<file path="config.mk">
export PLATFORM = sky130hd
export DESIGN_NAME = tmds10b8b_align_dec
export DESIGN_NICKNAME = d
export VERILOG_FILES = /design/src/rtl/tmds10b8b_align_dec.sv
export SDC_FILE = /design/constraint.sdc
export NUM_CORES = 1
export LEC_CHECK = 0
export ABC_AREA = 1
export CAP_MARGIN = 10
export CELL_PAD_IN_SITES_DETAIL_PLACEMENT = 1
export CELL_PAD_IN_SITES_GLOBAL_PLACEMENT = 2
export CORE_ASPECT_RATIO = 2
export CORE_MARGIN = 2
export CORE_UTILIZATION = 33
export DETAILED_ROUTE_END_ITERATION = 10
export PLACE_DENSITY = 0.85
export SLEW_MARGIN = 10
export SYNTH_ARGS = -nofsm -noshare
export SYNTH_HDL_FRONTEND = slang
export SYNTH_SLANG_ARGS = --single-unit
</file>
<file path="constraint.sdc">
create_clock -name clk -period 1.9 [get_ports clk]
set_input_delay 0.38 -clock clk [delete_from_list [all_inputs] [get_ports clk]]
set_output_delay 0.38 -clock clk [all_outputs]
set_load 0.01 [all_outputs]
</file>
<file path="src/rtl/tmds10b8b_align_dec.sv">
// TMDS receive channel decoder: recovers 10-bit word alignment by bit-slipping
// until control tokens line up, then decodes words to pixel data or control state.
module tmds10b8b_align_dec #(
  parameter int unsigned SEARCH_WIN = 2048,
  parameter int unsigned TOKEN_RUN  = 8,
  parameter int unsigned SLIP_WAIT  = 4,
  parameter int unsigned LOSS_WIN   = 4096
) (
  input  logic       clk,
  input  logic       rstn,
  input  logic [9:0] din,
  output logic [7:0] dout,
  output logic       de,
  output logic       c0,
  output logic       c1,
  output logic       locked,
  output logic       bitslip
);

  localparam int unsigned MAX_WIN = (SEARCH_WIN > LOSS_WIN) ? SEARCH_WIN : LOSS_WIN;
  localparam int unsigned WIN_W   = $clog2(MAX_WIN) + 1;
  localparam int unsigned RUN_W   = 8;
  localparam int unsigned WAIT_W  = 4;
  localparam int unsigned DOUT_W  = 8;

  typedef enum logic [1:0] {
    ST_SEARCH,
    ST_SLIP,
    ST_WAIT,
    ST_LOCKED
  } state_e;

  state_e              state_q, state_d;
  logic [WIN_W-1:0]    win_cnt_q, win_cnt_d;
  logic [RUN_W-1:0]    tok_run_q, tok_run_d;
  logic [WAIT_W-1:0]   wait_cnt_q, wait_cnt_d;
  logic [DOUT_W-1:0]   dout_q, dout_d;
  logic                de_q, de_d;
  logic                c0_q, c0_d;
  logic                c1_q, c1_d;
  logic                locked_q, locked_d;
  logic                bitslip_q, bitslip_d;

  logic                tok_c;
  logic [1:0]          tok_cc_c;
  logic [DOUT_W-1:0]   d_c;
  logic [DOUT_W-1:0]   q_c;

  // Control token recognition; tok_cc_c is {c1,c0}
  always_comb begin
    tok_c    = 1'b0;
    tok_cc_c = 2'b00;
    case (din)
      10'h354: begin tok_c = 1'b1; tok_cc_c = 2'b00; end
      10'h0AB: begin tok_c = 1'b1; tok_cc_c = 2'b01; end
      10'h154: begin tok_c = 1'b1; tok_cc_c = 2'b10; end
      10'h2AB: begin tok_c = 1'b1; tok_cc_c = 2'b11; end
      default: ;
    endcase
  end

  // Undo transition-minimising XOR/XNOR chain and optional inversion
  always_comb begin
    d_c    = din[9] ? ~din[7:0] : din[7:0];
    q_c    = '0;
    q_c[0] = d_c[0];
    for (int i = 1; i < 8; i++) begin
      q_c[i] = din[8] ? (d_c[i] ^ d_c[i-1]) : ~(d_c[i] ^ d_c[i-1]);
    end
  end

  // Alignment FSM, counters and output register next-state
  always_comb begin
    state_d    = state_q;
    win_cnt_d  = win_cnt_q;
    tok_run_d  = tok_run_q;
    wait_cnt_d = wait_cnt_q;
    dout_d     = '0;
    de_d       = 1'b0;
    c0_d       = 1'b0;
    c1_d       = 1'b0;
    locked_d   = (state_q == ST_LOCKED);
    bitslip_d  = (state_q == ST_SLIP);

    if (tok_c) begin
      if (tok_run_q != '1) tok_run_d = tok_run_q + RUN_W'(1);
    end else begin
      tok_run_d = '0;
    end

    case (state_q)
      ST_SEARCH: begin
        win_cnt_d = win_cnt_q + WIN_W'(1);
        if (tok_c && (tok_run_q == RUN_W'(TOKEN_RUN - 1))) begin
          state_d   = ST_LOCKED;
          win_cnt_d = '0;
        end else if (win_cnt_q == WIN_W'(SEARCH_WIN - 1)) begin
          state_d = ST_SLIP;
        end
      end
      ST_SLIP: begin
        state_d    = ST_WAIT;
        wait_cnt_d = '0;
        tok_run_d  = '0;
      end
      ST_WAIT: begin
        tok_run_d  = '0;
        wait_cnt_d = wait_cnt_q + WAIT_W'(1);
        if (wait_cnt_q == WAIT_W'(SLIP_WAIT - 1)) begin
          state_d   = ST_SEARCH;
          win_cnt_d = '0;
        end
      end
      ST_LOCKED: begin
        win_cnt_d = tok_c ? '0 : (win_cnt_q + WIN_W'(1));
        if (!tok_c && (win_cnt_q == WIN_W'(LOSS_WIN - 1))) begin
          state_d   = ST_SEARCH;
          win_cnt_d = '0;
          tok_run_d = '0;
        end
        if (tok_c) begin
          c0_d   = tok_cc_c[0];
          c1_d   = tok_cc_c[1];
          dout_d = dout_q;
        end else begin
          de_d   = 1'b1;
          dout_d = q_c;
          c0_d   = c0_q;
          c1_d   = c1_q;
        end
      end
      default: state_d = ST_SEARCH;
    endcase
  end

  always_ff @(posedge clk or negedge rstn) begin
    if (!rstn) begin
      state_q    <= ST_SEARCH;
      win_cnt_q  <= '0;
      tok_run_q  <= '0;
      wait_cnt_q <= '0;
      dout_q     <= '0;
      de_q       <= 1'b0;
      c0_q       <= 1'b0;
      c1_q       <= 1'b0;
      locked_q   <= 1'b0;
      bitslip_q  <= 1'b0;
    end else begin
      state_q    <= state_d;
      win_cnt_q  <= win_cnt_d;
      tok_run_q  <= tok_run_d;
      wait_cnt_q <= wait_cnt_d;
      dout_q     <= dout_d;
      de_q       <= de_d;
      c0_q       <= c0_d;
      c1_q       <= c1_d;
      locked_q   <= locked_d;
      bitslip_q  <= bitslip_d;
    end
  end

  assign dout    = dout_q;
  assign de      = de_q;
  assign c0      = c0_q;
  assign c1      = c1_q;
  assign locked  = locked_q;
  assign bitslip = bitslip_q;

endmodule

</file>
**After elaboration in Yosys (flattened, before gate mapping)**

Index checks and enable logic that the tools add are counted.

- ROM bits: 0
- Memories: 0
- Memory bits (writable): 0
- Register bits: 40
- Input port bits: 12
- Bits in latches: 0
- Logic and storage cells: 88

- Shifts and indexed selects: 0
- Divide/modulo/power cells: 0
- Multiplexer cells: 33
- Eq/ne operators: 17
- Magnitude comparators: 0
- Reduce and logical (&&, ||, !) cells: 10
- Bitwise gates (word level): 15
- $mul: 0
- Add/subtract/negate cells: 3

Operators by type and width:

| kind | number |
|---|---|
| 2-to-1 mux 13 bit | 4 |
| 2-to-1 mux 8 bit | 6 |
| one-hot mux 13 bit (3 select lines) | 1 |
| == test 10 bit, second input constant | 2 |
| one-hot mux 8 bit (2 select lines) | 1 |
| 2-to-1 mux 1 bit | 14 |
| adder 13 x 1 -> 13 bit, second input constant | 1 |
| == test 13 x 11 -> 1 bit, second input constant | 1 |
| == test 13 x 12 -> 1 bit, second input constant | 1 |
| == test 10 x 8 -> 1 bit, second input constant | 1 |
| == test 10 x 9 -> 1 bit, second input constant | 1 |
| adder 8 x 1 -> 8 bit, second input constant | 1 |
| == test 8 x 3 -> 1 bit, second input constant | 1 |
| 2-to-1 mux 2 bit | 4 |
| != test 8 bit, second input constant | 1 |
| inverter 8 bit | 1 |
| one-hot mux 2 bit (4 select lines) | 1 |
| one-hot mux 4 bit (2 select lines) | 1 |
| inverter 1 bit | 7 |
| bitwise XOR 1 bit | 7 |
| one-hot mux 2 bit (3 select lines) | 1 |
| adder 4 x 1 -> 4 bit, second input constant | 1 |
| == test 2 bit, second input constant | 2 |
| == test 4 x 2 -> 1 bit, second input constant | 1 |
| other kinds (13) | 16 |

**Longest topological paths before layout**

- Depth after elaboration: 7
- Mapped depth: 12
- Mapped depth without buffers: 11

**Least setup slack after synthesis**

Ideal clock, no wire load.

- Path type: register to register
- From: register state_q[0]
- To: register win_cnt_q[10]
- Cell stages (with the launch flop): 11
- Path slack: 0.190 ns
- Arrival: 1.597 ns
- Clock period less this slack: 1.710 ns
- Buffers on the path: 1
- Setup time: 0.113 ns
- Cells stage by stage: dfrtp_1 > inv_1 > ha_1 > inv_1 > nor2_1 > nor2_4 > clkbuf_8 > nand3b_1 > xor2_1 > nand2_1 > inv_1

- Word-level cells in the longest chain between the ends: 3

Ends and longest elaborated chain:

| what | line | RTL |
|---|---|---|
| start, declared | 33 | `state_e state_q, state_d;` |
| start signal, assigned | 149 | `state_q <= state_d;` |
| == test 2 bit / logical NOT 2 bit (equally long branches) | 91 | `case (state_q)` |
| != test 2 bit (no source line) / nonzero test 3 bit (equally long branches) | -- |  |
| AND reduction 2 bit (no source line) | -- |  |
| end signal, assigned | 150 | `win_cnt_q <= win_cnt_d;` |
| end, declared | 34 | `logic [WIN_W-1:0] win_cnt_q, win_cnt_d;` |

Parallel ways exist; a longest one is shown, timed or not.
A chain may end at the register's enable or synchronous reset.

**Worst setup path after layout**

- From: register state_q[1]
- To: register win_cnt_q[4]

Same word-level chain as after synthesis.

==> results.json <==
{
  "crit_path_frequent_cell": "inv_1",
  "placed_cells": 461,
  "finalSetupViolCount": 0,
  "dr.pass1.iters": 4,
  "post-dp-hpwl_mm": 5.004,
  "pre_cts_ws_ns": -0.2310,
  "synth-seq-cells": 40,
  "clk_latency_ns": 0.29,
  "antenna_found_initial": 0,
  "worst_pin_slew_ns": 0.4799,
  "status": "completed",
  "crit_path_max_incr_delay_ns": 0.40,
  "synth_area_per_cell_um2": 7.604,
  "die_w_um": 64.91,
  "ant_nets": 0,
  "timing.fmax_ghz": 0.5620,
  "grt_pass1_vias": 2426,
  "cp_slowest_cell": "dfrtp_1",
  "avgRoutedWirePerCell_um": 13.22,
  "vias": 2204,
  "grt_pass1_wl_mm": 11.04,
  "drt_iter0_markers": 43,
  "final_common_cell": "nand2_1",
  "holdWs_ns": 0.04276,
  "fin_nets": 396,
  "fp-row-count": 44,
  "layout-drive-gt1-share": 0.1459,
  "synth.yosys.seq_area_share": 0.4088,
  "drv_cap": 0,
  "num_antenna_cells": 0,
  "gp_congestion": 0.7576,
  "syn2layout_area_growth_pct": 29.33,
  "p_leak_uw": 0.001621,
  "crit_type": "reg -> reg",
  "post-route-min-period_ns": 1.779,
  "fin_crit_sh": 0.9366,
  "core_um2": 7212,
  "ys_warn_count": 0,
  "root_buffer": "clkbuf_16",
  "fin_cells": 469,
  "track_usage": 0.1731,
  "path_cells": "inv_1 -> ha_1 -> inv_1 -> nor2_2 -> nor2_4 -> buf_12 -> nand2_1 -> xor2_1 -> inv_1 -> nand2_1 -> inv_1",
  "worstPathArrival_ns": 1.96,
  "route.detailed.drc": 0,
  "die_h_um": 125.8,
  "start_util": 0.3395,
  "drt_wl_total_mm": 6.202,
  "htreeDepth": 2,
  "endpoint_kind": "register",
  "dieArea_um2": 8167,
  "syn_nets": 342,
  "clkSinkCount": 40,
  "post-cts-setup-buffers": 0,
  "netlist_instances": 322,
  "clkTransAtPathRegs_ns": 0.06,
  "mappedNetlistArea_um2": 2449,
  "drv_slew": 0,
  "final_cell_mix": "nand2_1 (93), inv_1 (48), dfrtp_1 (40), nor2_1 (29), nand3_1 (28)",
  "setup_ws_ns": 0.1205,
  "clockBufferDepth": 2,
  "path_max_fanout": 16,
  "hold_path_class": "in -> async",
  "tns_ns": 0,
  "critPathLaunchType": "register",
  "cts_tree": "built",
  "synth_cell_types": 34,
  "hold_viol_final": 0,
  "cts_buffers": 5,
  "hold_buffers": 0,
  "ios": 25,
  "worstPathRequired_ns": 2.09,
  "io_buffers": 24,
  "skew_ns": 0.004871,
  "grt_max_degree": 23,
  "viasPerCell": 4.699,
  "power.density_nw_per_um2": 610.7,
  "peakVddDrop_mv": 0.5714,
  "overflow": 0,
  "slew_headroom": 0.6801
}
## metrics by stage
step           area [um^2]  total power (uW)    util
6_report              3167              1934  0.4391
3_5_place_dp          2987             982.3  0.4141
4_1_cts               3154              1971  0.4374
2_1_floorplan         2449             906.2       -
5_1_grt               3167              2004  0.4391
3_3_place_gp          2987             980.7  0.4141
## cells in the mapped netlist, drive strengths merged
| master | instances | area share |
|---|---|---|
| a211oi | 2 | 0.0061 |
| buf | 3 | 0.014 |
| nand3 | 31 | 0.073 |
| nor3b | 1 | 0.0031 |
| nor3 | 9 | 0.020 |
| o22ai | 1 | 0.0026 |
| o21ai | 5 | 0.012 |
| ha | 8 | 0.041 |
| xnor2 | 1 | 0.0036 |
| nor2 | 33 | 0.056 |
| nand2 | 96 | 0.15 |
| nand4 | 6 | 0.018 |
| inv | 49 | 0.075 |
| dfrtp | 40 | 0.41 |
| a22o | 1 | 0.0036 |
| clkbuf | 3 | 0.0087 |
| nand3b | 4 | 0.012 |
| o21a | 1 | 0.0031 |
| a21oi | 10 | 0.022 |
| xor2 | 16 | 0.057 |
| mux2i | 1 | 0.0041 |
| a31oi | 1 | 0.0026 |
## critical path: cells and delay by family, from the launching register on
kind,cells,cell delay (ns)
xor gates and xnor gates,1,0.20
adders and majority gates,1,0.31
buffers and inverters,5,0.43
DFF,1,0.40
and+or+nand+nor,4,0.36
## power breakdown
part / switching [uW] / leakage, uW / internal [uW] / total [uW]
Combinational: 56.4 / 0.00101 / 54.8 / 111
Sequential: 0.0593 / 0.000534 / 852 / 852
Clock: 354 / 0.0000798 / 617 / 971
## cells by family (layout without fill, tap and decap cells)
group | Yosys count | count (layout) | share of synthesized area
AOI/OAI and AO/OA | 21 | 21 | 0.05161
xor gates and xnor gates | 17 | 17 | 0.06081
adders and majority gates | 8 | 8 | 0.04088
buffers and inverters | 55 | 110 | 0.09759
DFF | 40 | 40 | 0.4088
muxes | 1 | 1 | 0.004088
and+or+nand+nor | 180 | 180 | 0.3362
## area by class of cell
cell class	instances	area (um^2)
flip-flops and latches	40	1001
fillers	888	4045
well taps	92	115.1
repair buffers	53	478.0
clock inverters	3	42.54
clock buffers	5	125.1
inverters	49	183.9
multi-input cells	227	1221
## state kept, by name, summed over array words and instances, names as in the netlist
name        cells
bitslip         1
c0              1
c1              1
de              1
dout            8
locked          1
state_q         2
tok_run_q       8
wait_cnt_q      4
win_cnt_q      13
## metal layers
| metal | global-route usage | vias up | wire, um | share of wire |
|---|---|---|---|---|
| met5 | 0 | - | 0 | 0 |
| met4 | 0.08010 | 0 | 157 | 0.025 |
| met3 | 0.02054 | 9 | 133 | 0.021 |
| met2 | 0.3505 | 29 | 3815 | 0.62 |
| met1 | 0.1611 | 1055 | 2095 | 0.34 |
| li1 | - | 1111 | - | - |
## repair_timing
action                                  CTS  global route
endpoints found under the setup margin    0             8
gates resized for setup                   0             3
hold endpoints to repair                  0             0
## final timing paths
kind,startpoint,endpoint,slack (ns),cells after the start
worst max-delay path,state_q[1]$_DFFE_PN0P_,win_cnt_q[4]$_DFFE_PN0P_,0.12,11
worst min-delay path,rstn,tok_run_q[6]$_DFF_PN0_,0.04,1
worst max register to register,state_q[1]$_DFFE_PN0P_,win_cnt_q[4]$_DFFE_PN0P_,0.12,11
worst min register to register,wait_cnt_q[0]$_DFFE_PN0P_,wait_cnt_q[0]$_DFFE_PN0P_,0.50,1
max in group asynchronous,rstn,dout[1]$_DFFE_PN0P_,1.36,2
min in group clk,wait_cnt_q[0]$_DFFE_PN0P_,wait_cnt_q[0]$_DFFE_PN0P_,0.50,1
Power figures use the tool's default switching activity.
